### src/rtl/div_pkg.sv
// Shared types and sizing for the iterative divider controller.
package div_pkg;
   localparam int DIV_WIDTH = 32;
   localparam int DIV_STEPS = 32;
   localparam int CNT_W     = 6;

   typedef enum logic [1:0] {
      IDLE = 2'd0,
      RUN  = 2'd1,
      DONE = 2'd2
   } div_state_e;
endpackage

### src/rtl/div_step.sv
// One restoring shift-subtract step on magnitudes: shift in the next dividend bit, subtract if it fits.
module div_step
   import div_pkg::*;
(
   input  logic [DIV_WIDTH-1:0] rem_i,
   input  logic [DIV_WIDTH-1:0] quo_i,
   input  logic [DIV_WIDTH-1:0] den_i,
   output logic [DIV_WIDTH-1:0] rem_o,
   output logic [DIV_WIDTH-1:0] quo_o
);
   logic [DIV_WIDTH:0] shifted;
   logic [DIV_WIDTH:0] diff;
   logic               fits;
   logic               unused_msb;

   // Remainder stays below the divisor, so a successful difference always fits in DIV_WIDTH bits.
   assign shifted    = {rem_i, quo_i[DIV_WIDTH-1]};
   assign diff       = shifted - {1'b0, den_i};
   assign fits       = shifted >= {1'b0, den_i};
   assign unused_msb = diff[DIV_WIDTH];

   always_comb begin
      rem_o = shifted[DIV_WIDTH-1:0];
      quo_o = {quo_i[DIV_WIDTH-2:0], 1'b0};
      if (fits) begin
         rem_o = diff[DIV_WIDTH-1:0];
         quo_o = {quo_i[DIV_WIDTH-2:0], 1'b1};
      end
   end
endmodule

### src/rtl/div_ctrl.sv
// Iterative 32-bit div/divu unit with pipeline stall handshake.
// Optional DIV_ZERO_FAST_EN: short-circuits a zero divisor and exposes divzero_o.
module div_ctrl
   import div_pkg::*;
(
   input  logic                 clk,
   input  logic                 rst,
   input  logic                 start_i,
   input  logic                 signed_i,
   input  logic [DIV_WIDTH-1:0] opa_i,
   input  logic [DIV_WIDTH-1:0] opb_i,
   input  logic                 annul_i,
   output logic                 stall_o,
   output logic                 busy_o,
   output logic                 valid_o,
   output logic [DIV_WIDTH-1:0] hi_o,
   output logic [DIV_WIDTH-1:0] lo_o
`ifdef DIV_ZERO_FAST_EN
   ,
   output logic                 divzero_o
`endif
);
   // state | meaning
   // IDLE  | no divide pending, start_i accepted
   // RUN   | one shift-subtract step per cycle, 32 steps
   // DONE  | result on hi_o/lo_o, valid_o pulse, start_i accepted

   div_state_e           state_q, state_d;
   logic [CNT_W-1:0]     cnt_q, cnt_d;
   logic [DIV_WIDTH-1:0] rem_q, rem_d, quo_q, quo_d, den_q, den_d;
   logic [DIV_WIDTH-1:0] hi_q, hi_d, lo_q, lo_d;
   logic                 negq_q, negq_d, negr_q, negr_d, dz_q, dz_d;
   logic [DIV_WIDTH-1:0] rem_n, quo_n, opa_abs, opb_abs;
   logic                 accept;

   div_step u_step (
      .rem_i (rem_q),
      .quo_i (quo_q),
      .den_i (den_q),
      .rem_o (rem_n),
      .quo_o (quo_n)
   );

   assign opa_abs = (signed_i && opa_i[DIV_WIDTH-1]) ? -opa_i : opa_i;
   assign opb_abs = (signed_i && opb_i[DIV_WIDTH-1]) ? -opb_i : opb_i;
   assign accept  = start_i && !annul_i && (state_q == IDLE || state_q == DONE);

   always_comb begin
      state_d = state_q;
      cnt_d   = cnt_q;
      rem_d   = rem_q;
      quo_d   = quo_q;
      den_d   = den_q;
      negq_d  = negq_q;
      negr_d  = negr_q;
      dz_d    = dz_q;
      hi_d    = hi_q;
      lo_d    = lo_q;
      case (state_q)
         IDLE, DONE: begin
            state_d = IDLE;
            if (accept) begin
               state_d = RUN;
               cnt_d   = '0;
               rem_d   = '0;
               quo_d   = opa_abs;
               den_d   = opb_abs;
               negq_d  = signed_i && (opa_i[DIV_WIDTH-1] ^ opb_i[DIV_WIDTH-1]);
               negr_d  = signed_i && opa_i[DIV_WIDTH-1];
               dz_d    = (opb_i == '0);
`ifdef DIV_ZERO_FAST_EN
               if (opb_i == '0) begin
                  state_d = DONE;
                  hi_d    = opa_i;
                  lo_d    = '1;
               end
`endif
            end
         end
         RUN: begin
            if (annul_i) begin
               state_d = IDLE;
            end else begin
               rem_d = rem_n;
               quo_d = quo_n;
               cnt_d = cnt_q + CNT_W'(1);
               if (cnt_q == CNT_W'(DIV_STEPS - 1)) begin
                  // Zero divisor leaves |opa| as remainder; the quotient is forced to all ones.
                  state_d = DONE;
                  hi_d    = negr_q ? -rem_n : rem_n;
                  lo_d    = dz_q ? '1 : (negq_q ? -quo_n : quo_n);
               end
            end
         end
         default: state_d = IDLE;
      endcase
   end

   always_ff @(posedge clk) begin
      if (rst) begin
         state_q <= IDLE;
         cnt_q   <= '0;
         rem_q   <= '0;
         quo_q   <= '0;
         den_q   <= '0;
         negq_q  <= 1'b0;
         negr_q  <= 1'b0;
         dz_q    <= 1'b0;
         hi_q    <= '0;
         lo_q    <= '0;
      end else begin
         state_q <= state_d;
         cnt_q   <= cnt_d;
         rem_q   <= rem_d;
         quo_q   <= quo_d;
         den_q   <= den_d;
         negq_q  <= negq_d;
         negr_q  <= negr_d;
         dz_q    <= dz_d;
         hi_q    <= hi_d;
         lo_q    <= lo_d;
      end
   end

   assign busy_o  = (state_q == RUN);
   assign valid_o = (state_q == DONE);
   assign stall_o = busy_o || accept;
   assign hi_o    = hi_q;
   assign lo_o    = lo_q;
`ifdef DIV_ZERO_FAST_EN
   assign divzero_o = valid_o && dz_q;
`endif
endmodule

### config.mk
export PLATFORM = sky130hd
export DESIGN_NAME = div_ctrl
export DESIGN_NICKNAME = d
export VERILOG_FILES = /design/src/rtl/div_pkg.sv /design/src/rtl/div_step.sv /design/src/rtl/div_ctrl.sv
export SDC_FILE = /design/constraint.sdc
export NUM_CORES = 1
export LEC_CHECK = 0
export BUFFER_PORTS_ARGS = -buffer_cell sky130_fd_sc_hd__clkbuf_2
export CAP_MARGIN = 20
export CORE_ASPECT_RATIO = 0.5
export CORE_UTILIZATION = 30
export CTS_BUF_LIST = sky130_fd_sc_hd__clkbuf_8
export CTS_CLUSTER_SIZE = 8
export DETAILED_ROUTE_END_ITERATION = 8
export GPL_ROUTABILITY_DRIVEN = 1
export PLACE_DENSITY_LB_ADDON = 0.2
export SETUP_SLACK_MARGIN = 0.2
export SKIP_LAST_GASP = 1
export SLEW_MARGIN = 20
export SYNTH_ARGS = -nofsm -noshare
export SYNTH_HDL_FRONTEND = slang
export SYNTH_SLANG_ARGS = --single-unit
### constraint.sdc
create_clock -name clk -period 11.6 [get_ports clk]
set_clock_uncertainty 0.15 [all_clocks]
set_input_delay 0 -clock clk [delete_from_list [all_inputs] [get_ports clk]]
set_output_delay 0 -clock clk [all_outputs]
set_load 0.02 [all_outputs]
Word level (Yosys, flattened, before mapping)
Index checks and enable logic that the tools add are counted.

Input port bits: 69. Register bits: 171. Word-level logic and storage cells: 60. Output and inout bits: 67.

Add/sub/neg operators: 6. Order comparisons: 1. Eq/ne operators: 6. Bitwise operators: 2. Muxes and demuxes: 20. Reduce and logical (&&, ||, !) cells: 15.

Operator list (number): $mux 32 (10); $neg 32->32 (4); $pmux 32 s2 (2); $ge 33x32->1 (1); $logic_not 32->1 (1); $sub 32x32->32 (1); $mux 6 (2); $pmux 6 s2 (1); $add 6x1->6 const B (1); $eq 6x5->1 const B (1); $reduce_and 3->1 (2); $logic_and 1x1->1 (5); $mux 2 (2); $ne 2x2->1 const B (2); $pmux 2 s2 (1); $ne 3x2->1 const B (1); $eq 2x1->1 const B (1); $eq 2x2->1 const B (1); $logic_not 2->1 (1); $logic_or 1x1->1 (2); $mux 1 (2); $reduce_and 2->1 (1); $reduce_bool 2->1 (1); $reduce_or 2->1 (1); 3 further kinds (3).

Depth between registers and ports, before layout
Gate-level depths: netlist of run 1.

Depth in word-level cells: 5. Mapped depth: 24. Depth with buffers taken out: 20.

By module
A second synthesis of run 1 with hierarchy kept.

Cell total of the unflattened synthesis: 1451. Area total of the unflattened synthesis: 11686.2 µm².

By module, submodules not included: div_ctrl (instances 1, area an instance 9115.0 µm², seq. area each 3423.3 µm², cells an instance 1096); div_step (instances 1, area an instance 2571.2 µm², seq. area each 0.0 µm², cells an instance 355).

Least setup slack after synthesis of run 1
No wires, ideal clock.

Path type: reg2reg. From: reg den_q[19]. To: reg hi_q[28], in the netlist hi_o[28]. Setup slack: 6.495 ns. Library setup time: 0.086 ns. Cell stages (with the launch flop): 23. Clock period less this slack: 5.105 ns. Data arrival time: 4.870 ns. Data required time: 11.364 ns. Path buffers: 4. Path through: dfxtp_1 -> inv_1 -> ha_1 -> buf_2 -> nand4_1 -> nor4_1 -> nand4_1 -> o211a_2 -> nand2_4 -> clkbuf_1 -> clkbuf_1 -> clkbuf_1 -> mux2i_1 -> ha_1 -> nor3b_1 -> nor4b_1 -> nand3_1 -> o41ai_2 -> nand2_1 -> or4_4 -> o31ai_2 -> xor2_1 -> a211oi_1.

Longest elaborated chain between the ends: 4. Elaborated cells on any way between the ends: 5. Those cells by class: 2 x add/sub; 1 x order compare; 2 x mux.

Ends and longest elaborated chain: start, declared (RTL line div_ctrl.sv:30) `logic [DIV_WIDTH-1:0] rem_q, rem_d, quo_q, quo_d, den_q, den_d;`; start signal, assigned (RTL line div_ctrl.sv:116) `den_q <= den_d;`; $sub 32x32->32 / $ge 33x32->1 (equally long branches) (RTL line div_step.sv:18, div_step.sv:19); $mux 32 (*) (RTL line div_step.sv:25) `if (fits) begin`; $neg 32->32 (RTL line div_ctrl.sv:90) `hi_d = negr_q ? -rem_n : rem_n;`; $mux 32 (*) (RTL line div_ctrl.sv:90); end signal, assigned (RTL line div_ctrl.sv:120) `hi_q <= hi_d;`; end, declared (RTL line div_ctrl.sv:31) `logic [DIV_WIDTH-1:0] hi_q, hi_d, lo_q, lo_d;`.

Mark *: on every way between the ends. The rest lies on a longest branch, timed or not. A chain may end at the register's enable or synchronous reset.

Final worst setup path of run 1
From: reg rem_q[3]. To: reg hi_q[28], in the netlist hi_o[28].

Longest elaborated chain between the ends: 4. Elaborated cells on any way between the ends: 5. Those cells by class: 2 x add/sub; 1 x order compare; 2 x mux.

Ends and longest elaborated chain: start, declared (RTL line div_ctrl.sv:30); start signal, assigned (RTL line div_ctrl.sv:114) `rem_q <= rem_d;`; $sub 32x32->32 / $ge 33x32->1 (equally long branches) (RTL line div_step.sv:18, div_step.sv:19); $mux 32 (*) (RTL line div_step.sv:25); $neg 32->32 (RTL line div_ctrl.sv:90); $mux 32 (*) (RTL line div_ctrl.sv:90).

Marked as above.

==> results of run 1 <==
## cells in the mapped netlist (8+ instances only)
library cell | number | area, um^2
nor2_1 | 222 | 833
dfxtp_1 | 171 | 3420
nand2_1 | 170 | 638
a21oi_1 | 133 | 666
o21ai_0 | 83 | 415
a211oi_1 | 78 | 586
clkbuf_1 | 69 | 259
xor2_1 | 69 | 604
xnor2_1 | 59 | 517
inv_1 | 52 | 195
nor3_1 | 40 | 200
ha_1 | 37 | 463
a22oi_1 | 30 | 225
o31ai_1 | 30 | 225
nand3_1 | 25 | 125
or3_1 | 20 | 125
nor4_1 | 18 | 113
o41ai_1 | 17 | 149
nand4_1 | 16 | 100
nand2b_1 | 15 | 93.8
buf_2 | 12 | 60.1
or4_1 | 12 | 90.1
a21o_1 | 11 | 82.6
and2_1 | 11 | 68.8
a311oi_1 | 10 | 87.6
a31oi_1 | 8 | 50.1
## flip-flops by register name (all words and copies together) (netlist names)
signal and cells:
rem_q 32, den_q 32, dz_q 1, state_q 2, lo_o 32, cnt_q 6, negr_q 1, quo_q 32
negq_q 1, hi_o 32
## power groups by stage
stage          Combinational [W]  Clock [W]  Sequential, W
2_1_floorplan           0.000261          0       0.000629
3_5_place_dp            0.000355          0       0.000636
4_1_cts                 0.000386   0.000516       0.000623
5_1_grt                 0.000426   0.000538       0.000625
6_report                0.000386   0.000498       0.000622
3_3_place_gp            0.000358          0       0.000636
## worst reg2reg max path, delay by kind of cell, from the launching register on
family | cells | cell delay [ns]
adders and majority gates | 2 | 0.64
DFF | 1 | 0.37
xor gates and xnor gates | 1 | 0.17
muxes | 1 | 0.37
AOI/OAI and AO/OA | 6 | 1.58
and+or+nand+nor | 6 | 2.11
## logic make-up after synthesis
| kind of cell | share of synthesized area [%] |
|---|---|
| xor gates and xnor gates | 9.70 |
| and+or+nand+nor | 23.5 |
| muxes | 0.899 |
| adders and majority gates | 4.18 |
| buffers and inverters | 5.65 |
| DFF | 29.6 |
| AOI/OAI and AO/OA | 26.5 |
## cell usage in the layout, fill, tap and decap left out, drive strengths merged, types with 18 or more instances in the layout
cell type,Yosys,routed
clkbuf,71,152
nor4,18,18
inv,53,56
nand2,171,171
or3,23,23
a21oi,134,134
ha,37,37
o41ai,18,18
nand3,25,25
o21ai,88,88
nor2,222,222
a211oi,80,80
a22oi,30,30
xnor2,59,59
o31ai,32,32
dlygate4sd3,0,95
dfxtp,171,171
xor2,69,69
nor3,41,41
## what timing repair did
item	4_1_cts	5_1_grt
resized for setup	0	0
setup endpoints to repair	0	0
hold endpoints to repair	105	0
hold buffers	95	0
## routing by layer
layer  vias up  track usage, %
li1       5873               -
met3        44            2.78
met4         0            5.18
met5         -               0
met1      5437            23.0
met2       199            34.2
## metrics by stage
step                util (%)  instances  power, W  hold WS (ns)
detailed placement      33.3       2118  0.000991         0.130
floorplan                  -       1550  0.000890       -0.0140
CTS                     37.0       2244   0.00152        0.0421
global placement        33.3       2118  0.000994         0.125
finish                  37.0       2244   0.00151        0.0535
global route            37.0       2244   0.00159        0.0786
## final timing paths
check        startpoint        to  slack [ns]  cells after the start
max            rem_q[3]  hi_o[28]        6.08                     16
min            opa_i[0]  quo_q[3]        0.05                      6
max reg2reg    rem_q[3]  hi_o[28]        6.08                     16
min reg2reg     hi_o[3]   hi_o[3]        0.31                      2
## area by class of cell
cell class              instances  area share [%]
well taps                     520            4.67
flip-flops and latches        171            24.5
repair buffers                242            12.3
clock buffers                  18            1.78
inverters                      54            1.45
clock inverters                13            1.45
multi-input cells            1226            53.8
==> metrics.csv, run 1 <==
stage,metric,value,unit
finish,seqCellArea,3420,um^2
synth,avgSynthCellArea,7.45,um^2
timing,tightest_slew,1.02,ns
route,dr.pass1.iters,5,
timing,hold_viol,0,
timing,setup_viol,0,
global_routing,grt_pass1_wl,59400,um
clock_tree,post_cts_buffers,0,
route,wl_met1,16500,um
clock_tree,insertion_delay,0.51,ns
finish,nets,1819,
pwr,p_int,0.00101,W
synth,yosysUniqueCellTypes,91,
clock_tree,root_buffer,clkbuf_8,
floorplan,initial_core_util,30.7,%
global_routing,grt-ovfl-total,0,
finish,diodes,0,
route,dr_wl_met3,1120,um
synth,ys_async_sr_fraction,0,%
finish,num-fill-cells,4088,
timing,slew_headroom,31.9,%
place,dp_hpwl,27000,um
clock_tree,cts_buffer_depth,2,
worst_setup_path,crit_chain,ha_1 -> a21oi_1 -> a21oi_4 -> o311ai_4 -> nand2_4 -> mux2i_1 -> ha_1 -> nor3b_1 -> nor4b_1 -> nand3_1 -> o41ai_2 -> nand2_1 -> or4_4 -> o31ai_2 -> xor2_1 -> a211oi_1,
floorplan,dieArea,39300,um^2
pwr,swShare,32.8,%
worst_setup_path,critical_path_class,flip-flop to flip-flop,
synth,synth_ff_type,dfxtp_1,
synth,synth.net_count,1657,
timing,slew_violations,0,
min_path,worstHoldPathType,input pin to flip-flop,
synth,synth_area,11600,um^2
worst_setup_path,critPathBufInv,0,
place,io_buffers,135,
clock_tree,numCtsBuffers,17,
finish,fin_area,13900,um^2
floorplan,die_h,141,um
global_routing,grt.total_usage,18.8,%
route,wl_per_cell,16.3,um
worst_setup_path,crit_top_cell,ha_1,
floorplan,fp.dieW,280,um
run_status,outcome,finished clean,
route,top_layer,met4,
global_routing,grt_pass1_vias,11300,
route,drc,0,
clock_tree,cts_tree,built,
place,dpl-instance-area,12500,um^2
synth,syn_inst,1550,
finish,area_growth,20.7,%
pwr,p_leak,5.39,nW
timing,setup_ws,6.08,ns
pwr,p_per_area,108,nW/um^2
finish,multi_input_area,7500,um^2
worst_setup_path,crit_path_end_kind,flip-flop,
pwr,pwr-share-seq,41.3,%
synth,ys.warnings.count,0,
timing,rsz0062_at_grt,false,
timing,fmax,181,MHz
timing,fin_setup_tns,0,ns
timing,period_needed,5.52,ns
floorplan,core_area,37700,um^2
route,wirelength,36500,um
worst_setup_path,cp_slowest_cell,o311ai_4,
synth,synth_edf_count,0,
route,vias,11600,
route,drtAntennaViolNets,0,
worst_setup_path,cpLargestDelayFamily,simple AND/OR/NAND/NOR gates,
timing,fin_crit_sh,47.6,%
clock_tree,cts_max_level,4,
worst_setup_path,critPathRequiredTime,11.82,ns
clock_tree,cts_sinks,171,
synth,ys_seq_area_share,29.6,%
route,dr_wl_met2,18200,um
clock_tree,clk_pin_slew_worst_paths,0.10,ns
floorplan,rows,50,
synth,synth-seq-cells,171,
route,drtIter0Drc,691,
place,finalWeightedCongestion,0.902,
route,vias_per_cell,5.15,
floorplan,io-pin-count,136,
worst_setup_path,cp_max_fo,43,
pwr,ir_worst_vdd,0.0814,mV
job,cap_viol_max_count,0,
finish,layout-drive-gt1-share,12.4,%
worst_setup_path,worstSetupStartpointType,flip-flop,
global_routing,antenna_found_initial,0,
pwr,p_switching,0.000494,W
global_routing,grt_max_degree,70,
pwr,combPwrFrac,25.6,%
worst_setup_path,max_stage_delay,0.53,ns
pwr,p_clk_share,33.1,%
worst_setup_path,arrival,5.74,ns
place,pre_cts_ws,6.20,ns
No activity file was read; power rests on OpenSTA's default activity.
==> run 2: changes to the inputs <==
clock period = 5.55 ns   (was 11.6 ns; I/O delays follow)
==> run 2 against run 1 <==
Net effect: cell area is 0.19% higher; cell count is 0.27% higher; critical path depth is 2 higher; critical path type unchanged; critical endpoint unchanged.
==> metrics.csv, run 2 (synthesis gave the netlist of run 1 again) <==
stage,metric,value,unit
global_routing,grt.total_usage,19.1,%
global_routing,antenna_found_initial,0,
finish,final_util,37.1,%
timing,setup_viol,0,
place,finalWeightedCongestion,0.883,
pwr,p_per_area,224,nW/um^2
finish,final_cells,2250,
timing,rsz0062_at_grt,false,
global_routing,grt_pass1_wl,60500,um
timing,slew_violations,0,
route,wl_per_cell,16.6,um
finish,final_common_cell,nor2_1,
global_routing,grt-ovfl-total,0,
timing,period_needed,5.00,ns
timing,hold_viol,0,
floorplan,rows,50,
route,vias_per_cell,5.19,
route,drc,0,
route,vias,11700,
place,placedCellCount,2126,
finish,nets,1825,
place,dp_hpwl,28000,um
worst_setup_path,cp-startpoint,den_q[20],
clock_tree,cts_buffer_depth,2,
job,cap_viol_max_count,0,
pwr,ir_worst_vdd,0.154,mV
clock_tree,cts_sinks,171,
worst_setup_path,worstSetupStartpointType,flip-flop,
pwr,p_leak,5.42,nW
timing,fin_setup_tns,0,ns
worst_setup_path,timing.rr.start,den_q[20],
finish,num-fill-cells,4140,
floorplan,io-pin-count,136,
run_status,outcome,finished clean,
global_routing,grt_max_degree,69,
finish,area_growth,20.9,%
timing,slew_headroom,29.2,%
clock_tree,clk_pin_slew_worst_paths,0.10,ns
clock_tree,insertion_delay,0.49,ns
global_routing,grt_pass1_vias,11500,
floorplan,die_h,141,um
clock_tree,numCtsBuffers,17,
floorplan,fp.dieW,280,um
timing,tightest_slew,1.06,ns
worst_setup_path,critical_path_class,flip-flop to flip-flop,
finish,layout-drive-gt1-share,13.1,%
timing,fmax,200,MHz
route,drtIter0Drc,606,
clock_tree,cts_max_level,4,
clock_tree,cts_tree,built,
worst_setup_path,crit_path_end_kind,flip-flop,
clock_tree,root_buffer,clkbuf_8,
floorplan,initial_core_util,30.7,%
min_path,worstHoldStart,start_i,
route,drtAntennaViolNets,0,
route,dr.pass1.iters,5,
floorplan,core_area,37700,um^2
clock_tree,post_cts_buffers,0,
worst_setup_path,cp_max_fo,9,
worst_setup_path,critPathRequiredTime,5.81,ns
floorplan,dieArea,39300,um^2
min_path,worstHoldPathType,input pin to flip-flop,
route,wirelength,37400,um
finish,diodes,0,
worst_setup_path,arrival,5.26,ns
timing,fin_crit_sh,90.1,%
place,io_buffers,135,
finish,layout_common_cells,"220 x nor2_1, 171 x dfxtp_1, 169 x nand2_1, 134 x clkbuf_2, 133 x a21oi_1",
[run 2: cell type report]
type / count / area (um^2) / area share (%)
clock buffers: 18 / 248 / 1.77
well taps: 520 / 651 / 4.66
multi-input cells: 1226 / 7500 / 53.7
repair buffers: 248 / 1760 / 12.6
inverters: 54 / 203 / 1.45
clock inverters: 13 / 189 / 1.35
flip-flops and latches: 171 / 3420 / 24.5
[run 2: critical path: stages (launching register included)]
cell and delay [ns]:
dfxtp_1 0.35, inv_1 0.06, ha_1 0.42, nand4_1 0.24
nor4_1 0.44, nand4_1 0.19, o211a_2 0.25, nand2_4 0.15
mux2i_1 0.29, ha_1 0.24, nor3b_1 0.34, nor4b_1 0.31
nand3_1 0.13, o41ai_2 0.10, nand2_2 0.22, or4_4 0.50
o31ai_2 0.21, xor2_1 0.09, a211oi_1 0.25
[run 2: worst paths after layout]
| check | slack (ns) | to | cells after the start |
|---|---|---|---|
| max | 0.55 | hi_o[28] | 18 |
| min | 0.02 | den_q[0] | 4 |
| max reg2reg | 0.55 | hi_o[28] | 18 |
| min reg2reg | 0.30 | hi_o[16] | 2 |
[run 2: metrics by stage]
step                total power [W]  setup WS [ns]  cell area (um^2)  hold WS (ns)
floorplan                   0.00186          0.445             11600       -0.0140
global placement            0.00209          0.705             12600         0.127
detailed placement          0.00208          0.598             12600         0.129
CTS                         0.00316          0.523             14000       0.00418
global route                0.00330          0.286             14000        0.0630
finish                      0.00313          0.547             14000        0.0181
[run 2: where the power goes]
part / leakage, nW / internal (W) / switching [W]
logic: 3.81 / 0.000317 / 0.000503
clock network: 0.222 / 0.000505 / 0.000508
registers: 1.39 / 0.00126 / 0.0000394
total: 5.42 / 0.00208 / 0.00105
[run 2: routing by layer]
metal  GRT usage [%]  share of wire (%)  up-vias
li1                -                  -     5898
met1            24.2                 47     5571
met2            34.0                 49      164
met3            2.60                2.5       45
met4            5.44                1.8        0
met5               0                  0        -
[run 2: what timing repair did]
item / 4_1_cts / 5_1_grt
hold endpoints to repair: 103 / 0
resized for setup: 0 / 1
setup endpoints to repair: 0 / 1
hold buffers: 92 / 0
==> run 3: changes to the inputs <==
CORE_ASPECT_RATIO = default   (was 0.5)
SYNTH_HIERARCHICAL = 1   (was default)
==> run 3 against run 2 <==
Net effect: register-to-register slack is essentially flat; non-clock buffer count is 3 higher; die area is 1.0% higher; via count down 5.3%; sequential share of layout area hardly changed; combinational power rose by 1%; critical path type unchanged; first-iteration DRC count up 35%; worst setup slack gained 0.014 ns; area after synthesis grew 1.1%; worst hold slack improved by 0.10 ns; cell count down 6.2%; global-route usage fell by 0.49 points.
==> metrics.csv, run 3 <==
stage,metric,value,unit
run_status,outcome,finished clean,
synth,yosys-top-cells-area,"dfxtp_1 29%, xor2_1 6.1%, nor2_1 6.0%",
pwr,pwr-share-seq,41.9,%
synth,yosysUniqueCellTypes,78,
clock_tree,numCtsBuffers,17,
worst_setup_path,cp_slowest_cell,or3b_2,
synth,yosys.area.top_type,dfxtp_1,
synth,synth-seq-cells,171,
worst_setup_path,critPathRequiredTime,5.78,ns
global_routing,grt-ovfl-total,0,
clock_tree,clk_pin_slew_worst_paths,0.09,ns
timing,tightest_slew,1.07,ns
timing,fin_setup_tns,0,ns
clock_tree,cts_sinks,171,
worst_setup_path,max_stage_delay,0.62,ns
worst_setup_path,critPathBufInv,5,
timing,hold_viol,0,
global_routing,antenna_found_initial,0,
pwr,p_per_area,223,nW/um^2
timing,fmax,200,MHz
worst_setup_path,crit_chain,inv_1 -> ha_1 -> a21oi_2 -> a211oi_1 -> or3_4 -> nor4b_4 -> o21ai_2 -> a31oi_4 -> o21a_4 -> inv_4 -> buf_4 -> buf_4 -> inv_1 -> ha_1 -> nor3b_2 -> or3b_2 -> o41ai_1 -> xor2_1 -> a211oi_1,
synth,synth_common_cells,"187 x nor2_1, 171 x dfxtp_1, 97 x a21oi_1",
finish,nets,1695,
pwr,swShare,33.1,%
worst_setup_path,critical_path_class,flip-flop to flip-flop,
floorplan,rows,71,
global_routing,grt_pass1_vias,10200,
synth,yosysMostFrequentCell,nor2_1,
route,wl_per_cell,17.6,um
floorplan,io-pin-count,136,
pwr,ir_worst_vdd,0.112,mV
finish,diodes,0,
synth,avgSynthCellArea,8.05,um^2
worst_setup_path,cp_max_fo,17,
global_routing,grt_pass1_wl,58300,um
finish,fin_area,13900,um^2
finish,layout_common_cells,"186 x nor2_1, 170 x dfxtp_1, 134 x clkbuf_2, 101 x dlygate4sd3_1, 97 x a21oi_1",
route,drtAntennaViolNets,0,
place,io_buffers,135,
finish,final_util,36.7,%
synth,synth_edf_count,0,
worst_setup_path,worstSetupStartpointType,flip-flop,
worst_setup_path,arrival,5.22,ns
floorplan,dieArea,39700,um^2
synth,syn_inst,1451,
clock_tree,cts_max_level,4,
route,wirelength,37200,um
synth,ys_seq_area_share,29.3,%
pwr,p_clk_share,31.4,%
route,drtIter0Drc,816,
timing,period_needed,4.99,ns
clock_tree,cts_buffer_depth,2,
synth,ys.warnings.count,6,
synth,synth_area,11700,um^2
pwr,p_int,0.00208,W
timing,slew_headroom,27.7,%
place,finalWeightedCongestion,0.888,
clock_tree,insertion_delay,0.48,ns
pwr,p_switching,0.00103,W
timing,slew_violations,0,
route,vias_per_cell,5.24,
floorplan,fp.dieW,199,um
synth,ys_async_sr_fraction,0,%
route,vias,11100,
global_routing,grt.total_usage,18.7,%
finish,final_common_cell,nor2_1,
clock_tree,root_buffer,clkbuf_8,
min_path,worstHoldPathType,input pin to flip-flop,
timing,setup_viol,0,
job,cap_viol_max_count,0,
worst_setup_path,cpLargestDelayFamily,simple AND/OR/NAND/NOR gates,
finish,layout-drive-gt1-share,16.3,%
timing,fin_crit_sh,89.9,%
pwr,combPwrFrac,26.7,%
worst_setup_path,crit_path_end_kind,flip-flop,
floorplan,core_area,38000,um^2
pwr,p_leak,5.55,nW
route,dr.pass1.iters,5,
floorplan,die_h,199,um
synth,synth_ff_type,dfxtp_1,
clock_tree,cts_tree,built,
floorplan,initial_core_util,30.7,%
timing,rsz0062_at_grt,false,
synth,synth.net_count,1558,
place,dpl-instance-area,12500,um^2
synth,synth_top_area_share,29.3,%
route,drc,0,
finish,area_growth,19.4,%
place,dp_hpwl,27500,um
global_routing,grt_max_degree,105,
==> run 3: stage by stage <==
stage | setup slack [ns] | std cells | power [W] | hold slack [ns]
after floorplan | 0.804 | 1451 | 0.00190 | -0.0481
final | 0.561 | 2111 | 0.00311 | 0.120
after CTS | 0.321 | 2111 | 0.00312 | 0.0894
after detailed placement | 0.266 | 1979 | 0.00208 | 0.132
after global placement | 0.388 | 1979 | 0.00208 | 0.120
after global routing | 0.264 | 2111 | 0.00327 | 0.143
==> run 3: power by group through the flow <==
stage          clock network (W)  logic, W  registers, W
4_1_cts                  0.00101  0.000810       0.00130
6_report                0.000978  0.000830       0.00130
3_5_place_dp                   0  0.000747       0.00133
3_3_place_gp                   0  0.000746       0.00133
5_1_grt                  0.00105  0.000909       0.00131
2_1_floorplan                  0  0.000596       0.00130
==> run 3: worst min-delay path, delay by kind of cell <==
kind	cells	cell delay, ns
compound gates	1	0.11
simple gates	1	0.19
buf+inv	2	0.38
==> run 3: routing by layer <==
| layer | track usage [%] | vias to the layer above | part of all wire (%) |
|---|---|---|---|
| met2 | 26.3 | 258 | 41 |
| met5 | 0 | - | 0 |
| met3 | 2.46 | 16 | 4.7 |
| met1 | 29.4 | 5216 | 54 |
| li1 | - | 5574 | - |
| met4 | 3.93 | 0 | 0.79 |
==> run 3: what timing repair did <==
item	CTS	global route
endpoints found under the setup margin	1	22
setup buffers	0	0
hold endpoints to repair	80	0
hold buffers	101	0
resized for setup	1	6
==> run 3: worst paths after layout <==
| kind | start | to | slack, ns | cells after the start |
|---|---|---|---|---|
| max | den_q[7] | lo_o[28] | 0.56 | 19 |
| min | start_i | state_q[0] | 0.12 | 4 |
| max reg2reg | den_q[7] | lo_o[28] | 0.56 | 19 |
| min reg2reg | hi_o[0] | hi_o[0] | 0.32 | 2 |
==> run 3: area by class of cell <==
| type | instances | area (um^2) |
|---|---|---|
| Clock buffer | 21 | 289 |
| Clock inverter | 10 | 140 |
| Fill cell | 4117 | 24100 |
| Inverter | 58 | 220 |
| Multi-Input combinational cell | 1089 | 7430 |
| Sequential cell | 171 | 3420 |
| Tap cell | 511 | 639 |
| Timing Repair Buffer | 251 | 1800 |
==> run 3: kinds of logic (layout without fill, tap and decap cells) <==
family / after synthesis / after routing / synth area share (%)
mux: 45 / 45 / 4.45
simple gates: 481 / 481 / 20.9
flops: 171 / 171 / 29.3
buf+inv: 191 / 340 / 7.59
compound gates: 397 / 397 / 24.1
xor+xnor: 128 / 128 / 9.59
fa+ha+maj: 38 / 38 / 4.13
